### src/rtl/sdram_arb_pkg.sv
// ============================================================================
// Module   : sdram_arb_pkg
// Brief    : Shared types and constants for the two-port SDRAM arbiter.
// Revision : 1.0
// ============================================================================
`default_nettype none

package sdram_arb_pkg;

    localparam int NUM_PORTS       = 2;
    localparam int DEFAULT_TIMEOUT = 255;
    // Wide enough for the largest legal timeout (1023).
    localparam int CNT_W           = 10;
    localparam int ADDR_W          = 24;
    localparam int DATA_W          = 32;

    typedef enum logic [1:0] {
        ST_IDLE  = 2'd0,
        ST_ISSUE = 2'd1,
        ST_WAIT  = 2'd2,
        ST_DONE  = 2'd3
    } state_t;

    typedef enum logic {
        OP_RD = 1'b0,
        OP_WR = 1'b1
    } op_t;

    function automatic op_t req_to_op(input logic req_write);
        return req_write ? OP_WR : OP_RD;
    endfunction

endpackage

`default_nettype wire

### src/rtl/sdram_arbiter_if.sv
// ============================================================================
// Module   : sdram_arbiter_if
// Brief    : Requester-port and SDRAM-controller signals of the arbiter.
// Revision : 1.0
// ============================================================================
`default_nettype none

interface sdram_arbiter_if;
    import sdram_arb_pkg::*;

    logic              p0_req_read;
    logic              p0_req_write;
    logic [ADDR_W-1:0] p0_address;
    logic [DATA_W-1:0] p0_data_in;
    logic [DATA_W-1:0] p0_data_out;
    logic              p0_ack;
    logic              p0_err;

    logic              p1_req_read;
    logic              p1_req_write;
    logic [ADDR_W-1:0] p1_address;
    logic [DATA_W-1:0] p1_data_in;
    logic [DATA_W-1:0] p1_data_out;
    logic              p1_ack;
    logic              p1_err;

    logic [ADDR_W-1:0] sd_address;
    logic              sd_req_read;
    logic              sd_req_write;
    logic [DATA_W-1:0] sd_data_in;
    logic [DATA_W-1:0] sd_data_out;
    logic              sd_data_valid;
    logic              sd_write_complete;

    logic              grant;
    logic              busy;

    // master: the arbiter itself; slave: requesters plus SDRAM controller.
    modport master (
        input  p0_req_read, p0_req_write, p0_address, p0_data_in,
        input  p1_req_read, p1_req_write, p1_address, p1_data_in,
        input  sd_data_out, sd_data_valid, sd_write_complete,
        output p0_data_out, p0_ack, p0_err,
        output p1_data_out, p1_ack, p1_err,
        output sd_address, sd_req_read, sd_req_write, sd_data_in,
        output grant, busy
    );

    modport slave (
        output p0_req_read, p0_req_write, p0_address, p0_data_in,
        output p1_req_read, p1_req_write, p1_address, p1_data_in,
        output sd_data_out, sd_data_valid, sd_write_complete,
        input  p0_data_out, p0_ack, p0_err,
        input  p1_data_out, p1_ack, p1_err,
        input  sd_address, sd_req_read, sd_req_write, sd_data_in,
        input  grant, busy
    );

endinterface

`default_nettype wire

### src/rtl/sdram_arb_pick.sv
// ============================================================================
// Module   : sdram_arb_pick
// Brief    : Combinational winner selection; SDRAM_ARB_RR_EN selects
//            round-robin, otherwise port 0 has fixed priority.
// Revision : 1.0
// ============================================================================
`default_nettype none

module sdram_arb_pick
    import sdram_arb_pkg::*;
(
    input  wire logic [NUM_PORTS-1:0] i_req,
`ifdef SDRAM_ARB_RR_EN
    input  wire logic                 i_last_grant,
`endif
    output logic                      o_winner,
    output logic                      o_valid
);

    always_comb begin
        o_valid = |i_req;
`ifdef SDRAM_ARB_RR_EN
        // On contention the port that did not win last time goes first.
        if (&i_req) begin
            o_winner = ~i_last_grant;
        end else begin
            o_winner = i_req[1];
        end
`else
        o_winner = ~i_req[0] & i_req[1];
`endif
    end

endmodule

`default_nettype wire

### src/rtl/sdram_arbiter.sv
// ============================================================================
// Module   : sdram_arbiter
// Brief    : Two-port arbiter serialising requests onto one SDRAM controller
//            with a completion timeout; SDRAM_ARB_RR_EN enables round-robin.
// Revision : 1.0
// ============================================================================
`default_nettype none

module sdram_arbiter
    import sdram_arb_pkg::*;
#(
    parameter int TIMEOUT_CYCLES = DEFAULT_TIMEOUT
) (
    input  wire logic       CLOCK_100,
    input  wire logic       rst,
    sdram_arbiter_if.master bus
);

    localparam logic [CNT_W-1:0] CNT_LAST = CNT_W'(TIMEOUT_CYCLES - 1);

    state_t            state_q, state_d;
    op_t               op_q, op_d;
    logic [ADDR_W-1:0] addr_q, addr_d;
    logic [DATA_W-1:0] wdata_q, wdata_d;
    logic              grant_q, grant_d;
    logic [CNT_W-1:0]  cnt_q, cnt_d;
    logic              err_q, err_d;
    logic [DATA_W-1:0] dout0_q, dout0_d;
    logic [DATA_W-1:0] dout1_q, dout1_d;
    logic              dv_q, dv_d;
    logic              dv_prev_q, dv_prev_d;
    logic              wc_q, wc_d;
    logic              wc_prev_q, wc_prev_d;
`ifdef SDRAM_ARB_RR_EN
    logic              last_q, last_d;
`endif

    logic [NUM_PORTS-1:0] w_req;
    logic                 w_pick_idx;
    logic                 w_pick_valid;
    logic                 w_dv_rise;
    logic                 w_wc_rise;

    assign w_req = {bus.p1_req_read | bus.p1_req_write,
                    bus.p0_req_read | bus.p0_req_write};

    sdram_arb_pick u_pick (
        .i_req        (w_req),
`ifdef SDRAM_ARB_RR_EN
        .i_last_grant (last_q),
`endif
        .o_winner     (w_pick_idx),
        .o_valid      (w_pick_valid)
    );

    // Completion levels are sampled once; edges come from sample vs. previous sample.
    assign w_dv_rise = dv_q & ~dv_prev_q;
    assign w_wc_rise = wc_q & ~wc_prev_q;

    always_comb begin
        state_d   = state_q;
        op_d      = op_q;
        addr_d    = addr_q;
        wdata_d   = wdata_q;
        grant_d   = grant_q;
        cnt_d     = cnt_q;
        err_d     = err_q;
        dout0_d   = dout0_q;
        dout1_d   = dout1_q;
        dv_d      = bus.sd_data_valid;
        dv_prev_d = dv_q;
        wc_d      = bus.sd_write_complete;
        wc_prev_d = wc_q;
`ifdef SDRAM_ARB_RR_EN
        last_d    = last_q;
`endif

        case (state_q)
            ST_IDLE: begin
                if (w_pick_valid) begin
                    grant_d = w_pick_idx;
                    if (w_pick_idx) begin
                        op_d    = req_to_op(bus.p1_req_write);
                        addr_d  = bus.p1_address;
                        wdata_d = bus.p1_data_in;
                    end else begin
                        op_d    = req_to_op(bus.p0_req_write);
                        addr_d  = bus.p0_address;
                        wdata_d = bus.p0_data_in;
                    end
`ifdef SDRAM_ARB_RR_EN
                    last_d  = w_pick_idx;
`endif
                    state_d = ST_ISSUE;
                end
            end

            ST_ISSUE: begin
                cnt_d   = '0;
                err_d   = 1'b0;
                state_d = ST_WAIT;
            end

            ST_WAIT: begin
                // A completion edge outranks a coincident timeout.
                if (op_q == OP_RD && w_dv_rise) begin
                    if (grant_q) begin
                        dout1_d = bus.sd_data_out;
                    end else begin
                        dout0_d = bus.sd_data_out;
                    end
                    state_d = ST_DONE;
                end else if (op_q == OP_WR && w_wc_rise) begin
                    state_d = ST_DONE;
                end else if (cnt_q == CNT_LAST) begin
                    err_d   = 1'b1;
                    state_d = ST_DONE;
                end else begin
                    cnt_d = cnt_q + CNT_W'(1);
                end
            end

            ST_DONE: begin
                state_d = ST_IDLE;
            end

            default: begin
                state_d = ST_IDLE;
            end
        endcase
    end

    always_ff @(posedge CLOCK_100 or posedge rst) begin
        if (rst) begin
            state_q   <= ST_IDLE;
            op_q      <= OP_RD;
            addr_q    <= '0;
            wdata_q   <= '0;
            grant_q   <= 1'b0;
            cnt_q     <= '0;
            err_q     <= 1'b0;
            dout0_q   <= '0;
            dout1_q   <= '0;
            dv_q      <= 1'b0;
            dv_prev_q <= 1'b0;
            wc_q      <= 1'b0;
            wc_prev_q <= 1'b0;
`ifdef SDRAM_ARB_RR_EN
            last_q    <= 1'b1;
`endif
        end else begin
            state_q   <= state_d;
            op_q      <= op_d;
            addr_q    <= addr_d;
            wdata_q   <= wdata_d;
            grant_q   <= grant_d;
            cnt_q     <= cnt_d;
            err_q     <= err_d;
            dout0_q   <= dout0_d;
            dout1_q   <= dout1_d;
            dv_q      <= dv_d;
            dv_prev_q <= dv_prev_d;
            wc_q      <= wc_d;
            wc_prev_q <= wc_prev_d;
`ifdef SDRAM_ARB_RR_EN
            last_q    <= last_d;
`endif
        end
    end

    assign bus.sd_address   = addr_q;
    assign bus.sd_data_in   = wdata_q;
    assign bus.sd_req_read  = (state_q == ST_ISSUE) && (op_q == OP_RD);
    assign bus.sd_req_write = (state_q == ST_ISSUE) && (op_q == OP_WR);
    assign bus.grant        = grant_q;
    assign bus.busy         = (state_q != ST_IDLE);

    assign bus.p0_ack       = (state_q == ST_DONE) && !grant_q;
    assign bus.p1_ack       = (state_q == ST_DONE) &&  grant_q;
    assign bus.p0_err       = (state_q == ST_DONE) && !grant_q && err_q;
    assign bus.p1_err       = (state_q == ST_DONE) &&  grant_q && err_q;
    assign bus.p0_data_out  = dout0_q;
    assign bus.p1_data_out  = dout1_q;

endmodule

`default_nettype wire
### src/flat_wrapper.sv
// flat-port wrapper written by rule: the top's interface ports become plain ports
module sdram_arbiter_flat import sdram_arb_pkg::*;
#(
    parameter int TIMEOUT_CYCLES = DEFAULT_TIMEOUT
)
  (CLOCK_100, rst, bus_p0_req_read, bus_p0_req_write, bus_p0_address, bus_p0_data_in, bus_p1_req_read, bus_p1_req_write, bus_p1_address, bus_p1_data_in, bus_sd_data_out, bus_sd_data_valid, bus_sd_write_complete, bus_p0_data_out, bus_p0_ack, bus_p0_err, bus_p1_data_out, bus_p1_ack, bus_p1_err, bus_sd_address, bus_sd_req_read, bus_sd_req_write, bus_sd_data_in, bus_grant, bus_busy);
  sdram_arbiter_if bus_i ();
  input  wire logic CLOCK_100;
  input  wire logic rst;
  input wire logic [$bits(bus_i.p0_req_read)-1:0] bus_p0_req_read;
  input wire logic [$bits(bus_i.p0_req_write)-1:0] bus_p0_req_write;
  input wire logic [$bits(bus_i.p0_address)-1:0] bus_p0_address;
  input wire logic [$bits(bus_i.p0_data_in)-1:0] bus_p0_data_in;
  input wire logic [$bits(bus_i.p1_req_read)-1:0] bus_p1_req_read;
  input wire logic [$bits(bus_i.p1_req_write)-1:0] bus_p1_req_write;
  input wire logic [$bits(bus_i.p1_address)-1:0] bus_p1_address;
  input wire logic [$bits(bus_i.p1_data_in)-1:0] bus_p1_data_in;
  input wire logic [$bits(bus_i.sd_data_out)-1:0] bus_sd_data_out;
  input wire logic [$bits(bus_i.sd_data_valid)-1:0] bus_sd_data_valid;
  input wire logic [$bits(bus_i.sd_write_complete)-1:0] bus_sd_write_complete;
  output wire logic [$bits(bus_i.p0_data_out)-1:0] bus_p0_data_out;
  output wire logic [$bits(bus_i.p0_ack)-1:0] bus_p0_ack;
  output wire logic [$bits(bus_i.p0_err)-1:0] bus_p0_err;
  output wire logic [$bits(bus_i.p1_data_out)-1:0] bus_p1_data_out;
  output wire logic [$bits(bus_i.p1_ack)-1:0] bus_p1_ack;
  output wire logic [$bits(bus_i.p1_err)-1:0] bus_p1_err;
  output wire logic [$bits(bus_i.sd_address)-1:0] bus_sd_address;
  output wire logic [$bits(bus_i.sd_req_read)-1:0] bus_sd_req_read;
  output wire logic [$bits(bus_i.sd_req_write)-1:0] bus_sd_req_write;
  output wire logic [$bits(bus_i.sd_data_in)-1:0] bus_sd_data_in;
  output wire logic [$bits(bus_i.grant)-1:0] bus_grant;
  output wire logic [$bits(bus_i.busy)-1:0] bus_busy;
  assign bus_i.p0_req_read = bus_p0_req_read;
  assign bus_i.p0_req_write = bus_p0_req_write;
  assign bus_i.p0_address = bus_p0_address;
  assign bus_i.p0_data_in = bus_p0_data_in;
  assign bus_i.p1_req_read = bus_p1_req_read;
  assign bus_i.p1_req_write = bus_p1_req_write;
  assign bus_i.p1_address = bus_p1_address;
  assign bus_i.p1_data_in = bus_p1_data_in;
  assign bus_i.sd_data_out = bus_sd_data_out;
  assign bus_i.sd_data_valid = bus_sd_data_valid;
  assign bus_i.sd_write_complete = bus_sd_write_complete;
  assign bus_p0_data_out = bus_i.p0_data_out;
  assign bus_p0_ack = bus_i.p0_ack;
  assign bus_p0_err = bus_i.p0_err;
  assign bus_p1_data_out = bus_i.p1_data_out;
  assign bus_p1_ack = bus_i.p1_ack;
  assign bus_p1_err = bus_i.p1_err;
  assign bus_sd_address = bus_i.sd_address;
  assign bus_sd_req_read = bus_i.sd_req_read;
  assign bus_sd_req_write = bus_i.sd_req_write;
  assign bus_sd_data_in = bus_i.sd_data_in;
  assign bus_grant = bus_i.grant;
  assign bus_busy = bus_i.busy;
  sdram_arbiter #(.TIMEOUT_CYCLES(TIMEOUT_CYCLES)) u_core (.CLOCK_100(CLOCK_100), .rst(rst), .bus(bus_i));
endmodule
### config.mk
export PLATFORM = sky130hd
export DESIGN_NAME = sdram_arbiter_flat
export DESIGN_NICKNAME = d
export VERILOG_FILES = /design/src/rtl/sdram_arb_pkg.sv /design/src/rtl/sdram_arbiter_if.sv /design/src/rtl/sdram_arb_pick.sv /design/src/rtl/sdram_arbiter.sv /design/src/flat_wrapper.sv
export SDC_FILE = /design/constraint.sdc
export NUM_CORES = 1
export LEC_CHECK = 0
export BUFFER_PORTS_ARGS = -buffer_cell sky130_fd_sc_hd__buf_2
export CORE_MARGIN = 1.5
export CORE_UTILIZATION = 42
export CTS_BUF_LIST = sky130_fd_sc_hd__clkbuf_16
export DETAILED_ROUTE_END_ITERATION = 6
export PLACE_DENSITY = 0.77
export SLEW_MARGIN = 10
export SYNTH_ARGS = -nofsm -noshare
export SYNTH_HDL_FRONTEND = slang
export SYNTH_SLANG_ARGS = --single-unit
### constraint.sdc
create_clock -name CLOCK_100 -period 4.05 [get_ports CLOCK_100]
set_input_delay 0.2025 -clock CLOCK_100 [delete_from_list [all_inputs] [get_ports CLOCK_100]]
set_output_delay 0.2025 -clock CLOCK_100 [all_outputs]
set_load 0.005 [all_outputs]
* After elaboration in Yosys (flattened, before gate mapping)
Cells that the tools add are included.
** Word-level totals
- Register bits :: 139
- Latch bits :: 0
- Bits in writable memories :: 0
- Memory bits (read-only) :: 0
- Logic and storage cells :: 71
- Memories kept :: 0
** Cells by class
- Add/sub/neg operators :: 1
- $mul :: 0
- Divide/modulo/power cells :: 0
- Order comparisons :: 0
- Equal/unequal tests :: 10
- Shift operators :: 0
- Mux-type cells :: 18
- Bitwise gates (word level) :: 10
- Reductions and logical operators :: 19
** Operators with widths (count)
- $mux 32 :: 1
- $mux 10 :: 3
- $mux 24 :: 1
- $pmux 10 s2 :: 1
- $add 10x1->10 const B :: 1
- $eq 10x8->1 const B :: 1
- $logic_and 1x1->1 :: 8
- $mux 2 :: 4
- $ne 2x2->1 const B :: 4
- $pmux 2 s4 :: 1
- $reduce_and 4->1 :: 2
- $mux 1 :: 6
- $reduce_and 3->1 :: 2
- $not 1->1 :: 5
- $eq 2x2->1 const B :: 2
- $ne 4x1->1 const B :: 1
- $reduce_and 2->1 :: 2
- $reduce_bool 2->1 :: 2
- $and 1x1->1 :: 3
- $eq 2x1->1 const B :: 1
- $logic_not 2->1 :: 1
- $ne 2x1->1 const B :: 1
- $or 1x1->1 :: 2
- $pmux 1 s2 :: 1
- other kinds (2) :: 2

* Longest topological paths before layout
Gate-level depths: netlist of run 1.
- Depth after elaboration :: 6
- Depth in mapped cells :: 8
- Gate-level depth less buffers :: 6

* By module
Synthesis of run 1 repeated with hierarchy kept, for this count alone.
** Second synthesis, totals
- Cell total of the unflattened synthesis :: 495
- Area total of the unflattened synthesis :: 6027.0 um2
** By module, submodules not included
- sdram_arbiter :: instances 1, cells each 493, area each 6014.5 um2
- sdram_arb_pick :: instances 1, cells each 2, area each 12.5 um2

* Worst setup path after synthesis of run 1
No wires, ideal clock.
- Path kind :: register -> register
- From :: register u_core.cnt_q[0]
- To :: register u_core.state_q[1]
- Arrival time :: 1906 ps
- Required time :: 3925 ps
- Slack :: 2019 ps
- Cell stages (with the launch flop) :: 8
- Buffers on the path :: 1
- Period minus slack after synthesis :: 2031 ps
- Cells stage by stage :: dfrtp_1 -> inv_1 -> ha_1 -> or3b_4 -> or3_1 -> buf_6 -> a22oi_4 -> mux2_4
** On the way
- Word-level cells in the longest chain between the ends :: 3
** RTL lines
- from (decl) :: line sdram_arbiter.sv:26 : logic [CNT_W-1:0] cnt_q, cnt_d;
- from (signal assigned) :: line sdram_arbiter.sv:157 : cnt_q <= cnt_d;
- $eq 10x8->1 :: line sdram_arbiter.sv:115 : end else if (cnt_q == CNT_LAST) begin
- $ne 4x1->1 (no source line)
- $reduce_and 2->1 (no source line)
- to (signal assigned) :: line sdram_arbiter.sv:152 : state_q <= state_d;
- to (decl) :: line sdram_arbiter.sv:21 : state_t state_q, state_d;
Every way passes these cells.
A chain may end at the register's enable or synchronous reset.

* Worst setup path after layout of run 1
- From :: register u_core.state_q[0]
- To :: register u_core.dout0_q[9], in the netlist u_core.bus.p0_data_out[9]
** On the way
- Word-level cells in the longest chain between the ends :: 2
** RTL lines
- $eq 2x2->1 :: line sdram_arbiter.sv:78 : case (state_q)
- $reduce_and 3->1 (no source line)
- to (signal assigned) :: line sdram_arbiter.sv:159 : dout0_q <= dout0_d;
- to (decl) :: line sdram_arbiter.sv:28 : logic [DATA_W-1:0] dout0_q, dout0_d;
Every way passes these cells.

==> impl_results.md, run 1 <==
* DRT Pass-1 Iters at 4
* I/O Buffers at about 280
* Ys Warns at 0
* Post-Synth XOR/XNOR Area at 0%
* Synthesized flop and latch total at 139
* Root Driver: clkbuf_16
* Fmax achieved at between 0.4 and 0.5 GHz
* Yosys cell types at between 40 and 50
* Compound-Gate Fraction of Synth Area at approximately 7.1%
* Crit share post-route at about 58%
* CP Class: flop to flop
* Worst Hold Class: primary input to async pin
* Total Routing Usage GR at around a fifth
* Routed length per placed instance at between 10 and 15 um
* Worst setup margin at between 1500 and 2000 ps
* Top FF cell, synth: dfrtp_1
* # clock sinks at around 140
* Reg2Reg Depth at 6
* Die area at 15030 um2
* Rel. slew slack at about a third
* Peak VDD IR at approximately 0.31 mV
* Setup bufs post-CTS at 0
* Syn-to-layout area delta at 36.57%
* Top post-synthesis cells by area: dfrtp_1 58%, mux2_2 12%, mux2i_1 10%
* Final Max Slew Viols at 0
* Post-Synthesis Cells at around 490
* Combinational family with the most area after synthesis: multiplexers
* Syn Nets at around 650
* IO Pins at 280
* Die Span Y at between 100 and 150 um
* Die X at around 120 um
* Top cell type's share of synthesized area at between 50% and 60%
* HPWL Detailed at around 11 mm
* Proportion of synthesized area in mux cells at between 20% and 30%
* Crit path DAT at 2650 ps
* Placer congestion estimate at just over 0.8
* CTS tree: done
* Synth Area in Adders at under 10%
* # nets final at 927
* Startpoint Class: flop
* Hold Buf Count CTS at 2
* DR iter-0 viols at approximately 170
* RSZ-0062 raised after global routing: no
* CP max FO at 32
* Status: completed
* Routed Antenna Nets at 0
* Routed WL at about 14 mm
* Worst Setup End Kind: flop
* Post-route DRC at 0
* Post-synth EDFFs at 0
* Cell Area, Synth at between 6000 and 7000 um2
* Worst-margin pin slew at ~980 ps
* Worst-Skew Late Latency at between 400 and 500 ps
* Period minus WS final at about 2400 ps
* CTS clk-pin slew, worst paths at about 60 ps
* Total number of vias at approximately 4700
* Post-Synth Simple-Gate Area at under 10%
* Share of cells above drive strength 1 at between 40% and 50%
* Core Region at about 14000 um2
* Clock tree buffer depth at 2
* DR vias/cell at roughly 5
* MaxCap Viol Count at 0
* Hold Vio Cnt, Final at 0
* Initial antenna violation count at 1
* CTS buffer count at 17
* Dpl ws at ~1600 ps
* Initial Utilization at between 40% and 50%
* Static Leak at 4.113 nW
* Setup violations, final at 0
* Seq/Total Area, Yosys at 57.89%
* CTS resizes at 0
* PwrDens at approximately 730 nW/um2
* FP Rows at 43
* Syn avg cell area at around 12 um2
* Largest net degree at the start of global routing at about 120
* Leftover overflow at the end of global routing at 0
* FFs w/ async S/R, synth at 100.0%
* Vias in the first global route at 4405
* Global-route wire length before repair at approximately 22 mm
* Setup_tns at 0 ps
* H-tree level count at 4
* Clock skew at approximately 9 ps
* Synth area leader: dfrtp_1
* CP Data Required Time at 4350 ps
worst paths after layout:
path                                     startpoint                          to  slack (ps)
worst max register to register    u_core.state_q[0]   u_core.bus.p0_data_out[9]        1700
worst min-delay path                            rst  u_core.bus.p0_data_out[10]          20
worst max-delay path              u_core.state_q[0]   u_core.bus.p0_data_out[9]        1700
worst min register to register     u_core.wc_prev_d            u_core.wc_prev_q         380
max in group asynchronous                       rst             u_core.cnt_q[0]        3050
min in group CLOCK_100          bus_sd_data_out[28]  u_core.bus.p0_data_out[28]          30
metal layers:
metal | track usage (%) | share of wire, % | up-vias
met2 | 31.42 | 48 | 204
met1 | 24.33 | 44 | 2175
li1 | - | - | 2281
met3 | 5.344 | 7.0 | 18
met4 | 7.195 | 1.6 | 0
met5 | 0 | 0 | -
critical path, cell delays in order (launching register included):
cell and delay (ps):
dfrtp_1 410, inv_1 90, ha_1 420, nor4bb_1 310, nor2b_2 190, buf_4 390, mux2_2 400
registers in the layout (all words and copies together) (netlist names), 2 cells and up:
signal and flops:
u_core.bus.sd_address 24, u_core.bus.p0_data_out 32, u_core.state_q 2, u_core.bus.sd_data_in 32, u_core.cnt_q 10, u_core.bus.p1_data_out 32
synthesized netlist by cell type, types with 3 or more instances:
library cell / n
nor2b_1: 5
nand2_1: 73
mux2i_1: 60
dfrtp_1: 139
nor2_1: 5
mux2_2: 63
clkbuf_1: 10
inv_1: 8
ha_1: 6
nand4_1: 4
buf_1: 3
nand3_1: 6
and3_1: 3
o21ai_0: 55
buf_2: 15
o21ai_1: 4
where the power goes:
| part | leakage, nW | switching [mW] | internal (mW) |
|---|---|---|---|
| Combinational | 2.11 | 0.964 | 0.992 |
| Sequential | 1.70 | 0.349 | 2.03 |
| Clock | 0.308 | 0.619 | 1.04 |
| Total | 4.11 | 1.93 | 4.07 |
cell type report:
class	count	area [um2]
clock inverter	15	212.7
fill	1212	5729
tap	180	225.2
antenna	1	2.502
clock buffer	17	425.4
inverter	8	35.03
timing repair buffer	285	1446
sequential	139	3478
multi-input combinational	318	2380
placed cells by master (no fill, tap or decap), types with 2 or more instances in the layout:
cell type	netlist	layout
nand3b_1	2	2
clkbuf_16	0	17
dlygate4sd3_1	0	2
nor2_1	5	5
and3_1	3	3
buf_4	0	4
o21ai_1	4	4
a31oi_1	2	2
inv_6	0	5
inv_1	8	7
mux2_2	63	63
o31ai_1	2	2
and2_1	2	2
o21ai_0	55	55
clkinv_4	0	4
nand2_1	73	73
nor2b_1	5	4
dfrtp_1	139	139
a31o_2	2	2
nand3_1	6	6
ha_1	6	6
nand4_1	4	4
mux2i_1	60	60
buf_2	15	279
bufinv_16	0	4
nor4_1	2	2
nor3_2	1	2
cells by family after synthesis:
kind of cell,Yosys count
flip-flops,139
multiplexers,125
AND/OR/NAND/NOR,113
AO/OA/AOI/OAI,74
buffers and inverters,37
adder cells (fa/ha/maj),6
stage by stage:
step | hold WS [ps] | instance area (um2) | power [mW] | cells | utilization, %
after CTS | 12.75 | 8203 | 6.090 | 962 | 58.87
after global placement | 311.4 | 7545 | 4.308 | 928 | 54.14
after floorplan | 233.9 | 6008 | 3.430 | 494 | -
final | 16.69 | 8205 | 6.003 | 963 | 58.88
after global routing | 12.07 | 8203 | 6.460 | 962 | 58.87
after detailed placement | 313.8 | 7545 | 4.402 | 928 | 54.14
(Power assumes the default switching activity.)
==> run 2, diff against run 1 <==
--- a/config.mk
+++ b/config.mk
@@ -5,12 +5,13 @@
 export SDC_FILE = /design/constraint.sdc
 export NUM_CORES = 1
 export LEC_CHECK = 0
+export ABC_AREA = 1
 export BUFFER_PORTS_ARGS = -buffer_cell sky130_fd_sc_hd__buf_2
 export CORE_MARGIN = 1.5
-export CORE_UTILIZATION = 42
+export CORE_UTILIZATION = 43
 export CTS_BUF_LIST = sky130_fd_sc_hd__clkbuf_16
 export DETAILED_ROUTE_END_ITERATION = 6
-export PLACE_DENSITY = 0.77
+export PLACE_DENSITY = 0.78
 export SLEW_MARGIN = 10
 export SYNTH_ARGS = -nofsm -noshare
 export SYNTH_HDL_FRONTEND = slang
==> constraint.sdc (replaced) <==
create_clock -name CLOCK_100 -period 1.9 [get_ports CLOCK_100]
set_input_delay 0.095 -clock CLOCK_100 [delete_from_list [all_inputs] [get_ports CLOCK_100]]
set_output_delay 0.095 -clock CLOCK_100 [all_outputs]
set_load 0.005 [all_outputs]
==> run 2 against run 1 <==
  * Total power increased by 130%
  * Core utilization increased by 6.2 points
  * Cell count increased by 28%
  * Count of clock-buffer cells in the layout unchanged
  * Critical path type unchanged
  * Critical endpoint is now u_core.bus.sd_data_in[30]
  * Largest cell class unchanged
==> impl_results.md, run 2 <==
* Status: completed
* Worst Setup End Kind: flop
* I/O Buffers at 279 (unchanged)
* Post-synth EDFFs at 0 (unchanged)
* Clock tree buffer depth at 2 (unchanged)
* Total Routing Usage GR at 24.68% (+5.5 points)
* Top FF cell, synth: dfrtp_1
* Crit path cell chain: inv_1 -> ha_1 -> inv_1 -> a31oi_4 -> buf_12 -> buf_4 -> nand3_1 -> o21a_1
* Die Span Y at 123.7 um (+0.91%)
* Seq/Total Area, Yosys at 55.51% (-2.4 points)
* Syn-to-layout area delta at 45.81%
* Flop2flop setup slack at 170 ps (-1530 ps)
* HPWL Detailed at 12.44 mm (+16%)
* Hold Vio Cnt, Final at 0 (unchanged)
* Final Max Slew Viols at 0 (unchanged)
* Final instance area at 9136 um2 (+11%)
* Worst-Skew Late Latency at 410 ps (about the same)
* Post-Synthesis Cells at 709 (+44%)
* MaxCap Viol Count at 0 (unchanged)
* Multi-input logic area at 2335 um2 (-1.9%)
* Clock skew at 8.840 ps (-0.3682 ps)
* Total number of vias at 6221 (+33%)
* Placer congestion estimate at 0.9060 (+12%)
* Reg2Reg Depth at 8 (+2)
* Die area at 15310 um2 (+1.8%)
* Longest individual stage delay on the worst path at 410 ps (about the same)
* Routed WL at 18.37 mm (+27%)
* CP Data Required Time at 2210 ps (-2140 ps)
* Initial antenna violation count at 0 (-1)
* CTS buffer count at 17 (unchanged)
* DR vias/cell at 5.050 (+3.9%)
* Setup_tns at 0 ps (unchanged)
* Top post-synthesis cells by area: dfrtp_1 56%, nand3_1 10%, nand2_1 10%
* Startpoint Class: flop
* FF/Latch Area at 3478 um2 (unchanged)
* Vias in the first global route at 6096 (+38%)
* CTS tree: done
* Largest net degree at the start of global routing at 91 (-22%)
* # nets final at 1197 (+29%)
* Routed length per placed instance at 14.91 um (-0.47%)
* PwrDens at 1482 nW/um2 (+100%)
* Most frequent CP cell: inv_1
* Yosys cell types at 29 (-34%)
* RSZ-0062 raised after global routing: no
* Post-route DRC at 0 (unchanged)
* Ant diodes at 0 (-1)
* Static Leak at 4.665 nW (+13%)
* CP max FO at 19 (-41%)
* Die X at 123.7 um (+0.91%)
* Routed Antenna Nets at 0 (unchanged)
* CP Class: flop to flop
* Placed instance area at 7873 um2 (+4.3%)
* Syn Nets at 867 (+33%)
* Setup violations, final at 0 (unchanged)
* CTS clk-pin slew, worst paths at 60 ps (about the same)
* # clock sinks at 139 (unchanged)
* Most frequent cells in the layout: 279 x buf_2, 166 x nand2_1, 139 x dfrtp_1
* Synth area leader: dfrtp_1
* Period minus WS final at 1732 ps (-619.2 ps)
* Rel. slew slack at 61.96% (+27 points)
* Fmax achieved at 0.5773 GHz (+36%)
* Synth cell count leaders: 168 x nand2_1, 139 x dfrtp_1, 128 x nand3_1
* Fillers at 1142 (-5.8%)
* Ys Warns at 0 (unchanged)
* IO Pins at 280 (unchanged)
* H-tree level count at 4 (unchanged)
* Crit-path slowest cell: dfrtp_1
* Top cell type's share of synthesized area at 55.51% (-2.4 points)
* Share of cells above drive strength 1 at 32.32% (-17 points)
* Worst Hold Class: primary input to flop
* Top-count cell post-synth: nand2_1
* Initial Utilization at 44.62% (+1.5 points)
* Hold Path Stages at 4
* Root Driver: clkbuf_16
* Crit share post-route at 91.17% (+33 points)
* FP Rows at 43 (unchanged)
* Most common cell after layout, fill and taps aside: buf_2
* Global-route wire length before repair at 29.07 mm (+33%)
* DR iter-0 viols at 408 (+140%)
* Synthesized flop and latch total at 139 (unchanged)
* FFs w/ async S/R, synth at 100.0% (unchanged)
* Leftover overflow at the end of global routing at 0 (unchanged)
* CTS resizes at 0 (unchanged)
* Peak VDD IR at 0.8358 mV (+170%)
* Crit path DAT at 2040 ps (-610 ps)
* Core Region at 14040 um2 (+0.77%)
* DRT Pass-1 Iters at 5 (+1)
* Syn avg cell area at 8.838 um2 (-27%)
* Cell Area, Synth at 6266 um2 (+4.3%)
* Worst-margin pin slew at 570.5 ps (-411.5 ps)
[run 2: cell types whose count changed after synthesis, moves of 6 or more]
cell | before | now
o21a_1 | 0 | 56
mux2_2 | 63 | 0
buf_2 | 15 | 27
inv_2 | 0 | 6
nor2_1 | 5 | 22
mux2i_1 | 60 | 0
o21ai_0 | 55 | 2
nand2_1 | 73 | 168
o21ai_1 | 4 | 67
nand3_1 | 6 | 128
inv_1 | 8 | 52
[run 2: routing by layer]
metal  wire (um)  GRT usage (%)
met5           0              0
met4         671          12.57
met3        1031          7.143
met2        9324          41.44
met1        7347          28.78
[run 2: cell type report]
type | count | share of cell area (%)
sequential | 139 | 38.07
multi-input combinational | 466 | 25.55
timing repair buffer | 356 | 24.54
clock buffer | 17 | 4.656
inverter | 59 | 2.465
tap | 180 | 2.465
clock inverter | 15 | 2.246
[run 2: worst paths after layout]
kind / startpoint / to
setup / recovery: u_core.state_q[1] / u_core.bus.sd_data_in[30]
hold / removal: bus_p0_address[3] / u_core.bus.sd_address[3]
setup reg to reg: u_core.state_q[1] / u_core.bus.sd_data_in[30]
hold reg to reg: u_core.wc_prev_d / u_core.wc_prev_q
max in group asynchronous: rst / u_core.cnt_q[3]
min in group asynchronous: rst / u_core.bus.sd_address[15]
[run 2: logic make-up (layout without fill, tap and decap cells)]
group,after synthesis,after routing,share of synthesized area [%]
DFF,139,139,55.51
and+or+nand+nor,330,330,23.02
buffers and inverters,104,447,7.308
adders and majority gates,6,6,1.198
AOI/OAI and AO/OA,129,129,12.82
xor gates and xnor gates,1,1,0.1398
[run 2: what timing repair did]
item                                   4_1_cts  5_1_grt
setup buffers                                0        1
endpoints found under the hold margin      230        0
setup endpoints to repair                    0        4
hold buffers                                60        0
[run 2: critical path: cells and delay by family, from the launching register on]
family	cells	cell delay [ps]
compound gates	2	360
fa+ha+maj	1	170
buf+inv	4	580
flops	1	410
simple gates	1	90
[run 2: metrics by stage]
stage / utilization, % / instances / hold slack, ps / power, mW / setup slack (ps)
floorplan: - / 709 / 126.4 / 7.523 / 69.89
global placement: 56.06 / 1138 / 205.3 / 9.663 / 218.2
detailed placement: 56.06 / 1138 / 204.6 / 9.837 / 156.5
CTS: 64.83 / 1230 / 0.4113 / 13.54 / 138.4
global route: 65.06 / 1232 / 13.14 / 14.47 / 33.60
finish: 65.06 / 1232 / 12.08 / 13.54 / 167.7
[run 2: report_power, final]
group          internal [mW]  total (mW)  switching, mW
Sequential              4.31        5.08          0.773
Clock                   2.31        3.54           1.23
Combinational           2.44        4.91           2.47
Total                   9.06        13.5           4.48
